File: src/rtl/sawtooth_ks_pkg.sv
// sawtooth_ks_pkg: shared state encoding, default width and keystream byte bit positions.
// Revision: 1.0
`default_nettype none

package sawtooth_ks_pkg;

  localparam int DEFAULT_PRECISION = 32;

  // Keystream byte is the XOR of these two result bytes
  localparam int KS_LO_LSB = 0;
  localparam int KS_HI_LSB = 8;
  localparam int KS_W      = 8;

  typedef enum logic [2:0] {
    IDLE   = 3'd0,
    ISSUE  = 3'd1,
    WAIT   = 3'd2,
    OUTPUT = 3'd3,
    DONE   = 3'd4
  } state_t;

  function automatic logic [KS_W-1:0] extract_ks(input logic [15:0] r);
    return r[KS_LO_LSB +: KS_W] ^ r[KS_HI_LSB +: KS_W];
  endfunction

endpackage

`default_nettype wire

File: src/rtl/sawtooth_ks_ctrl.sv
// sawtooth_ks_ctrl: sequences an external sawtooth map and emits keystream bytes.
// Optional transient discard enabled by SAWTOOTH_KS_WARMUP_EN. Revision: 1.0
`default_nettype none

module sawtooth_ks_ctrl
  import sawtooth_ks_pkg::*;
#(
  parameter int PRECISION   = DEFAULT_PRECISION,
  parameter int TIMEOUT_CYC = 64,
  parameter int WARMUP_ITER = 16
) (
  input  logic                 clk,
  input  logic                 reset,
  input  logic                 start,
  input  logic [PRECISION-1:0] seed_x,
  input  logic [PRECISION-1:0] epsilon_in,
  input  logic [15:0]          num_bytes,
  output logic                 sawtooth_tvalid,
  output logic [PRECISION-1:0] x_out,
  output logic [PRECISION-1:0] epsilon_out,
  input  logic                 sawtooth_valid,
  input  logic [PRECISION-1:0] result_in,
  output logic                 ks_valid,
  input  logic                 ks_ready,
  output logic [7:0]           ks_byte,
  output logic                 busy,
  output logic                 done,
  output logic                 err_timeout
);

  localparam int TW = $clog2(TIMEOUT_CYC + 1);
  localparam logic [TW-1:0] TMO_LAST = TW'(TIMEOUT_CYC - 1);

  state_t                 state, state_nxt;
  logic [PRECISION-1:0]   cur_x, cur_x_nxt;
  logic [PRECISION-1:0]   eps_q, eps_nxt;
  logic [15:0]            remaining, remaining_nxt;
  logic [TW-1:0]          timer, timer_nxt;
  logic [7:0]             ks_byte_nxt;
  logic                   err_nxt;
  logic                   done_nxt;

`ifdef SAWTOOTH_KS_WARMUP_EN
  localparam int WW = (WARMUP_ITER < 1) ? 1 : $clog2(WARMUP_ITER + 1);
  logic [WW-1:0]          warm, warm_nxt;
`endif

  always_ff @(posedge clk or posedge reset) begin
    if (reset) begin
      state       <= IDLE;
      cur_x       <= '0;
      eps_q       <= '0;
      remaining   <= '0;
      timer       <= '0;
      ks_byte     <= '0;
      err_timeout <= 1'b0;
      done        <= 1'b0;
      x_out       <= '0;
      epsilon_out <= '0;
`ifdef SAWTOOTH_KS_WARMUP_EN
      warm        <= '0;
`endif
    end else begin
      state       <= state_nxt;
      cur_x       <= cur_x_nxt;
      eps_q       <= eps_nxt;
      remaining   <= remaining_nxt;
      timer       <= timer_nxt;
      ks_byte     <= ks_byte_nxt;
      err_timeout <= err_nxt;
      done        <= done_nxt;
`ifdef SAWTOOTH_KS_WARMUP_EN
      warm        <= warm_nxt;
`endif
      // Operands are captured on entry to ISSUE so they stay put until the next request
      if (state_nxt == ISSUE) begin
        x_out       <= cur_x_nxt;
        epsilon_out <= eps_nxt;
      end
    end
  end

  always_comb begin
    state_nxt     = state;
    cur_x_nxt     = cur_x;
    eps_nxt       = eps_q;
    remaining_nxt = remaining;
    timer_nxt     = timer;
    ks_byte_nxt   = ks_byte;
    err_nxt       = err_timeout;
    done_nxt      = 1'b0;
`ifdef SAWTOOTH_KS_WARMUP_EN
    warm_nxt      = warm;
`endif
    case (state)
      IDLE: begin
        if (start) begin
          cur_x_nxt     = seed_x;
          eps_nxt       = epsilon_in;
          remaining_nxt = num_bytes;
          err_nxt       = 1'b0;
`ifdef SAWTOOTH_KS_WARMUP_EN
          warm_nxt      = WW'(WARMUP_ITER);
`endif
          state_nxt     = (num_bytes == 16'd0) ? DONE : ISSUE;
        end
      end
      ISSUE: begin
        timer_nxt = '0;
        state_nxt = WAIT;
      end
      WAIT: begin
        // A result in the final WAIT cycle beats the timeout
        if (sawtooth_valid) begin
          cur_x_nxt = result_in;
`ifdef SAWTOOTH_KS_WARMUP_EN
          if (warm != '0) begin
            warm_nxt  = warm - 1'b1;
            state_nxt = ISSUE;
          end else begin
            ks_byte_nxt = extract_ks(result_in[15:0]);
            state_nxt   = OUTPUT;
          end
`else
          ks_byte_nxt = extract_ks(result_in[15:0]);
          state_nxt   = OUTPUT;
`endif
        end else if (timer == TMO_LAST) begin
          err_nxt   = 1'b1;
          state_nxt = IDLE;
        end else begin
          timer_nxt = timer + 1'b1;
        end
      end
      OUTPUT: begin
        if (ks_ready) begin
          remaining_nxt = remaining - 16'd1;
          state_nxt     = (remaining == 16'd1) ? DONE : ISSUE;
        end
      end
      DONE: begin
        done_nxt  = 1'b1;
        state_nxt = IDLE;
      end
      default: state_nxt = IDLE;
    endcase
  end

  assign sawtooth_tvalid = (state == ISSUE);
  assign ks_valid        = (state == OUTPUT);
  assign busy            = (state != IDLE);

endmodule

`default_nettype wire

File: config.mk
export PLATFORM = sky130hd
export DESIGN_NAME = sawtooth_ks_ctrl
export DESIGN_NICKNAME = d
export VERILOG_FILES = /design/src/rtl/sawtooth_ks_pkg.sv /design/src/rtl/sawtooth_ks_ctrl.sv
export SDC_FILE = /design/constraint.sdc
export NUM_CORES = 1
export LEC_CHECK = 0
export ABC_CLOCK_PERIOD_IN_PS = 6200
export BUFFER_PORTS_ARGS = -buffer_cell sky130_fd_sc_hd__buf_4
export CORE_MARGIN = 2
export CORE_UTILIZATION = 35
export CTS_CLUSTER_SIZE = 20
export DETAILED_ROUTE_END_ITERATION = 6
export GPL_TIMING_DRIVEN = 1
export SYNTH_ARGS = -nofsm -noshare
export SYNTH_HDL_FRONTEND = slang
export SYNTH_SLANG_ARGS = --single-unit
File: constraint.sdc
create_clock -name clk -period 6.2 [get_ports clk]
set_input_delay 1.24 -clock clk [delete_from_list [all_inputs] [get_ports clk]]
set_output_delay 1.24 -clock clk [all_outputs]
set_load 0.005 [all_outputs]
==> impl_metrics.json, run 1 <==
{
  "drive_gt1_share_pct": 42.1,
  "seq_area_frac_synth_pct": 58.1,
  "core_um2": 19700,
  "rows": 51,
  "r2r-start": "remaining[8]$_DFFE_PP0P_",
  "async_flop_share_pct": 100,
  "hold_depth": 1,
  "cts_made_buffers": 17,
  "drc": 0,
  "max_freq_ghz": 0.254,
  "syn-cell-area_um2": 7070,
  "cts-resized-gates": 0,
  "synthCells": 577,
  "p_seq_share_pct": 40.2,
  "drtAntennaViolNets": 0,
  "setup.worst_path.class": "reg -> out",
  "rrSetupSlack_ns": 2.85,
  "cts_tree": "built",
  "finalCriticalPeriod_ns": 3.94,
  "placedCellCount": 1005,
  "power.total_mw": 4.65,
  "dp_hpwl_mm": 12.2,
  "grt_max_degree": 106,
  "cts_buffer_depth": 2,
  "grt_pass1_vias": 5311,
  "cellInternalPower_mw": 3.13,
  "ys_warn_count": 0,
  "area_growth_pct": 31.2,
  "p_sw_mw": 1.52,
  "synth_ff_type": "dfrtp_1",
  "status": "complete, no violations",
  "cts_sinks": 164,
  "comb_power_share_pct": 38.0,
  "antenna_found_initial": 0,
  "ios": 194,
  "cts.clk_slew.worst_paths_ns": 0.06,
  "period_share_pct": 63.5,
  "die_w_um": 146,
  "p_leak_nw": 4.16,
  "insertion_delay_ns": 0.41,
  "multi_input_area_um2": 2630,
  "rsz0062_at_grt": "false",
  "crit_path_start_kind": "flop",
  "yosysTopAreaCell": "dfrtp_1",
  "cts_max_level": 4,
  "holdCritPathClass": "reg -> reg",
  "dieArea_um2": 21300,
  "clockRootBuffer": "clkbuf_16",
  "synthTopCellsByArea": "dfrtp_1 58%, mux2_2 14%, a22oi_1 3.7%",
  "setup_viol": 0,
  "grt_use_total_pct": 16.2,
  "rr_endpoint": "x_out[13]$_DFFE_PP0N_",
  "worstHoldStart": "eps_q[29]$_DFF_PP0_",
  "crit_fanout": 24,
  "p_clk_share_pct": 21.8,
  "relSlewSlack_pct": 25.8,
  "power_density_nw_per_um2": 502,
  "maxSlewViolCount": 0,
  "stdcell_count": 1037,
  "avgViaCountPerCell": 5.05,
  "min_to": "eps_q[29]$_DFF_PP0_",
  "ys_types": 51,
  "overflow": 0,
  "via_count": 5233,
  "cts_setup_buffers": 0,
  "drt_first_pass_iters": 5,
  "synth_edf_count": 0,
  "cp.required_ns": 4.96,
  "n_fill_cell": 1826,
  "cap_viol_max_count": 0,
  "grt_pass1_wl_mm": 28.0,
  "die_h_um": 146,
  "cp-end-kind": "primary output",
  "setup_tns_ns": 0,
  "reg2reg_depth": 5,
  "insertedDiodeCount": 0,
  "swShare_pct": 32.7,
  "synth.ff_latch_count": 164,
  "synth_nets": 697,
  "worst_slew_pin_slew_ns": 1.11,
  "critical_path_arrival_ns": 2.70,
  "drt_wl_total_mm": 17.2,
  "place_congestion": 0.885,
  "regArea_um2": 4100,
  "yosys.area.top_type_share_pct": 58.1,
  "report.final.hold_viol_count": 0,
  "layout_commonest_cell": "buf_4",
  "peakVddDrop_v": 0.000197,
  "synth_area_per_cell_um2": 12.2,
  "start_util_pct": 36.0,
  "finish.utilization_pct": 47.2,
  "cts_hold_buf": 0,
  "final_cell_mix": "197 x buf_4, 164 x dfrtp_1, 88 x mux2_2, 46 x o21ai_0, 41 x inv_1",
  "wire_per_inst_um": 16.6,
  "nNetsFinal": 879,
  "port_buffers": 193,
  "clock_skew_ns": 0.0100,
  "drtIter0Drc": 257
}
## state kept, by name, summed over array words and instances (netlist names)
| register | count |
|---|---|
| cur_x | 32 |
| eps_q | 32 |
| epsilon_out | 32 |
| x_out | 32 |
| remaining | 16 |
| ks_byte | 8 |
| timer | 7 |
| state | 3 |
| done | 1 |
| err_timeout | 1 |
## cells in the mapped netlist (all sizes together) (9+ instances only)
master / number
a21oi: 28
a22oi: 35
buf: 17
clkbuf: 17
dfrtp: 164
inv: 42
mux2: 96
nand2: 16
nor2: 15
nor4: 9
o21ai: 46
## per-stage QoR
stage | hold slack, ns | setup slack, ns | area, um^2
final | 0.493 | 2.26 | 9270
after global routing | 0.513 | 2.01 | 9270
after CTS | 0.495 | 2.25 | 9270
after detailed placement | 0.481 | 2.08 | 8700
after global placement | 0.477 | 2.21 | 8700
after floorplan | 0.467 | 0.527 | 7070
## layer usage
metal | up-vias | GRT usage [%] | routed length [um]
met5 | - | 0 | 0
met4 | 0 | 3.83 | 91
met3 | 8 | 4.84 | 1330
met2 | 219 | 26.3 | 8270
met1 | 2558 | 21.5 | 7550
li1 | 2448 | - | -
## kinds of logic after synthesis
| group | after synthesis | share of synthesized area [%] |
|---|---|---|
| flip-flops | 164 | 58.1 |
| buffers and inverters | 76 | 4.87 |
| AND/OR/NAND/NOR | 88 | 7.28 |
| multiplexers | 98 | 15.6 |
| adder cells (fa/ha/maj) | 3 | 0.531 |
| XOR/XNOR | 8 | 0.992 |
| AO/OA/AOI/OAI | 140 | 12.7 |
## worst max path at each step
| stage | start | endpoint | slack, ns | cells after the start |
|---|---|---|---|---|
| floorplan | reset | cur_x[0]$_DFF_PP0_ | 0.53 | 1 |
| global placement | num_bytes[10] | x_out[1]$_DFFE_PP0N_ | 2.21 | 6 |
| detailed placement | num_bytes[2] | x_out[4]$_DFFE_PP0N_ | 2.08 | 6 |
| CTS | state[2]$_DFF_PP0_ | ks_valid | 2.25 | 3 |
| global route | state[1]$_DFF_PP0_ | ks_valid | 2.01 | 3 |
| finish | state[2]$_DFF_PP0_ | ks_valid | 2.26 | 3 |
## power by group through the flow
stage | clock, mW | sequential (mW) | combinational (mW)
6_report | 1.01 | 1.87 | 1.77
5_1_grt | 1.10 | 1.93 | 1.95
4_1_cts | 1.04 | 1.87 | 1.80
3_5_place_dp | 0 | 1.89 | 1.79
3_3_place_gp | 0 | 1.87 | 1.73
2_1_floorplan | 0 | 1.83 | 1.13
## critical path, cell delays in order, from the launching register on
cell	delay, ns
dfrtp_1	0.53
nand3b_1	0.74
inv_1	0.79
buf_4	0.22
## area by class of cell
class / instances / area share, %
timing repair buffer: 197 / 16.0
tap: 265 / 3.58
multi-input combinational: 337 / 28.3
sequential: 164 / 44.3
clock buffer: 21 / 4.75
inverter: 42 / 1.75
clock inverter: 11 / 1.39
(Power assumes the default switching activity.)
==> run 2: changes to the inputs <==
ABC_CLOCK_PERIOD_IN_PS = 3900   (was 6200)
clock period = 3.9 ns   (was 6.2 ns; I/O delays follow)
==> run 2 against run 1 <==
Compared with the run above:
- sequential power rose by 58%
- via count fell by 0.13%
- final cell count rose by 0.48%
- critical endpoint is now x_out[3]$_DFFE_PP0N_
- sequential share of layout area fell by 0.23 points
- first-iteration DRC count fell by 32%
- worst hold slack got worse by 0.0016 ns
- non-clock buffer count rose by 5
- global-route usage fell by 0.34 points
- critical path type is now reg -> reg
- die area did not move
- clock power rose by 59%
- largest cell class unchanged
- flip-flop and latch count did not move
==> impl_metrics.json, run 2 (synthesized netlist as in run 1, its figures left out) <==
{
  "status": "complete, no violations",
  "drt_first_pass_iters": 5,
  "relSlewSlack_pct": 41.4,
  "port_buffers": 193,
  "holdCritPathClass": "reg -> reg",
  "pre_cts_slack_ns": 1.04,
  "worst_slew_pin_slew_ns": 0.880,
  "stdcell_count": 1042,
  "cp.required_ns": 4.20,
  "cap_viol_max_count": 0,
  "overflow": 0,
  "critical_path_arrival_ns": 2.93,
  "insertedDiodeCount": 0,
  "via_count": 5226,
  "grtUsageMet1_pct": 21.5,
  "cts_hold_buf": 0,
  "nNetsFinal": 884,
  "drive_gt1_share_pct": 42.9,
  "finish.utilization_pct": 47.4,
  "period_share_pct": 67.5,
  "cts_made_buffers": 17,
  "dieArea_um2": 21300,
  "start_util_pct": 36.0,
  "cts_sinks": 164,
  "grt_use_total_pct": 15.9,
  "final_cell_mix": "201 x buf_4, 164 x dfrtp_1, 88 x mux2_2, 46 x o21ai_0, 41 x inv_1",
  "maxSlewViolCount": 0,
  "rsz0062_at_grt": "false",
  "clock_skew_ns": 0.00866,
  "area_growth_pct": 31.9,
  "grt_use_met3_pct": 5.03,
  "ios": 194,
  "drc": 0,
  "cts_tree": "built",
  "rows": 51,
  "die_w_um": 146,
  "max_freq_ghz": 0.380,
  "setup.worst_path.class": "reg -> reg",
  "placed_area_um2": 8750,
  "p_leak_nw": 4.19,
  "cp-end-kind": "flop",
  "crit_fanout": 43,
  "cts_buffer_depth": 2,
  "dp_hpwl_mm": 11.8,
  "fin_ws_ns": 1.27,
  "grt_max_degree": 165,
  "peakVddDrop_v": 0.000329,
  "drt_wl_total_mm": 16.7,
  "finalCriticalPeriod_ns": 2.63,
  "placedCellCount": 1010,
  "drtIter0Drc": 174,
  "place_congestion": 0.859,
  "power_density_nw_per_um2": 794,
  "antenna_found_initial": 0,
  "cts_max_level": 4,
  "grt_pass1_wl_mm": 27.4,
  "setup_tns_ns": 0,
  "avgViaCountPerCell": 5.02,
  "layout_commonest_cell": "buf_4",
  "insertion_delay_ns": 0.42,
  "clockRootBuffer": "clkbuf_16",
  "core_um2": 19700,
  "grt_pass1_vias": 5275,
  "die_h_um": 146,
  "power.total_mw": 7.40,
  "final_cell_area_um2": 9320,
  "cts-resized-gates": 0,
  "grt-busiest-layer": "met2",
  "crit_path_start_kind": "flop",
  "cts.clk_slew.worst_paths_ns": 0.07,
  "wire_per_inst_um": 16.0,
  "cts_setup_buffers": 0,
  "setup_viol": 0,
  "report.final.hold_viol_count": 0,
  "drtAntennaViolNets": 0,
  "grt_use_met2_pct": 25.0,
  "whs_ns": 0.492
}
## run 2: changes by cell type in the layout (fill, tap and decap cells not counted)
cell        before  now
inv_6            2    6
inv_8            0    2
buf_4          197  201
buf_12           0    1
bufinv_16        2    1
clkinv_4         4    0
clkinvlp_4       2    5
clkbuf_1         4    1
clkinv_2         2    1
## run 2: where the power goes
part           switching (mW)  internal [mW]  leakage [nW]
Clock                   0.710          0.898         0.269
Combinational            1.30           1.53          1.94
Sequential              0.430           2.53          1.98
## run 2: final timing paths
kind,from,to,slack (ns),cells after the start
worst min-delay path,eps_q[5]$_DFF_PP0_,eps_q[5]$_DFF_PP0_,0.49,1
worst max-delay path,remaining[8]$_DFFE_PP0P_,x_out[3]$_DFFE_PP0N_,1.27,5
max in group asynchronous,reset,timer[2]$_DFFE_PP0P_,2.65,3
min in group asynchronous,reset,ks_byte[4]$_DFFE_PP0P_,0.58,3
worst max register to register,remaining[8]$_DFFE_PP0P_,x_out[3]$_DFFE_PP0N_,1.27,5
worst min register to register,eps_q[5]$_DFF_PP0_,eps_q[5]$_DFF_PP0_,0.49,1
## run 2: worst max-delay path, cell delays in order (launching register included)
cell	delay, ns
dfrtp_1	0.42
nor4_1	0.66
nand2b_1	0.24
o221ai_4	0.22
buf_4	0.51
mux2_2	0.40
## run 2: metal layers
metal,wire [um],up-vias,part of all wire [%]
li1,-,2459,-
met1,7430,2545,45
met2,7840,205,47
met3,1200,17,7.2
met4,189,0,1.1
met5,0,-,0
## run 2: final cells by class
cell class	count	area, um^2
Tap cell	265	332
Fill cell	1817	10300
Inverter	42	161
Clock buffer	18	429
Sequential cell	164	4100
Clock inverter	14	140
Multi-Input combinational cell	337	2630
Timing Repair Buffer	202	1530
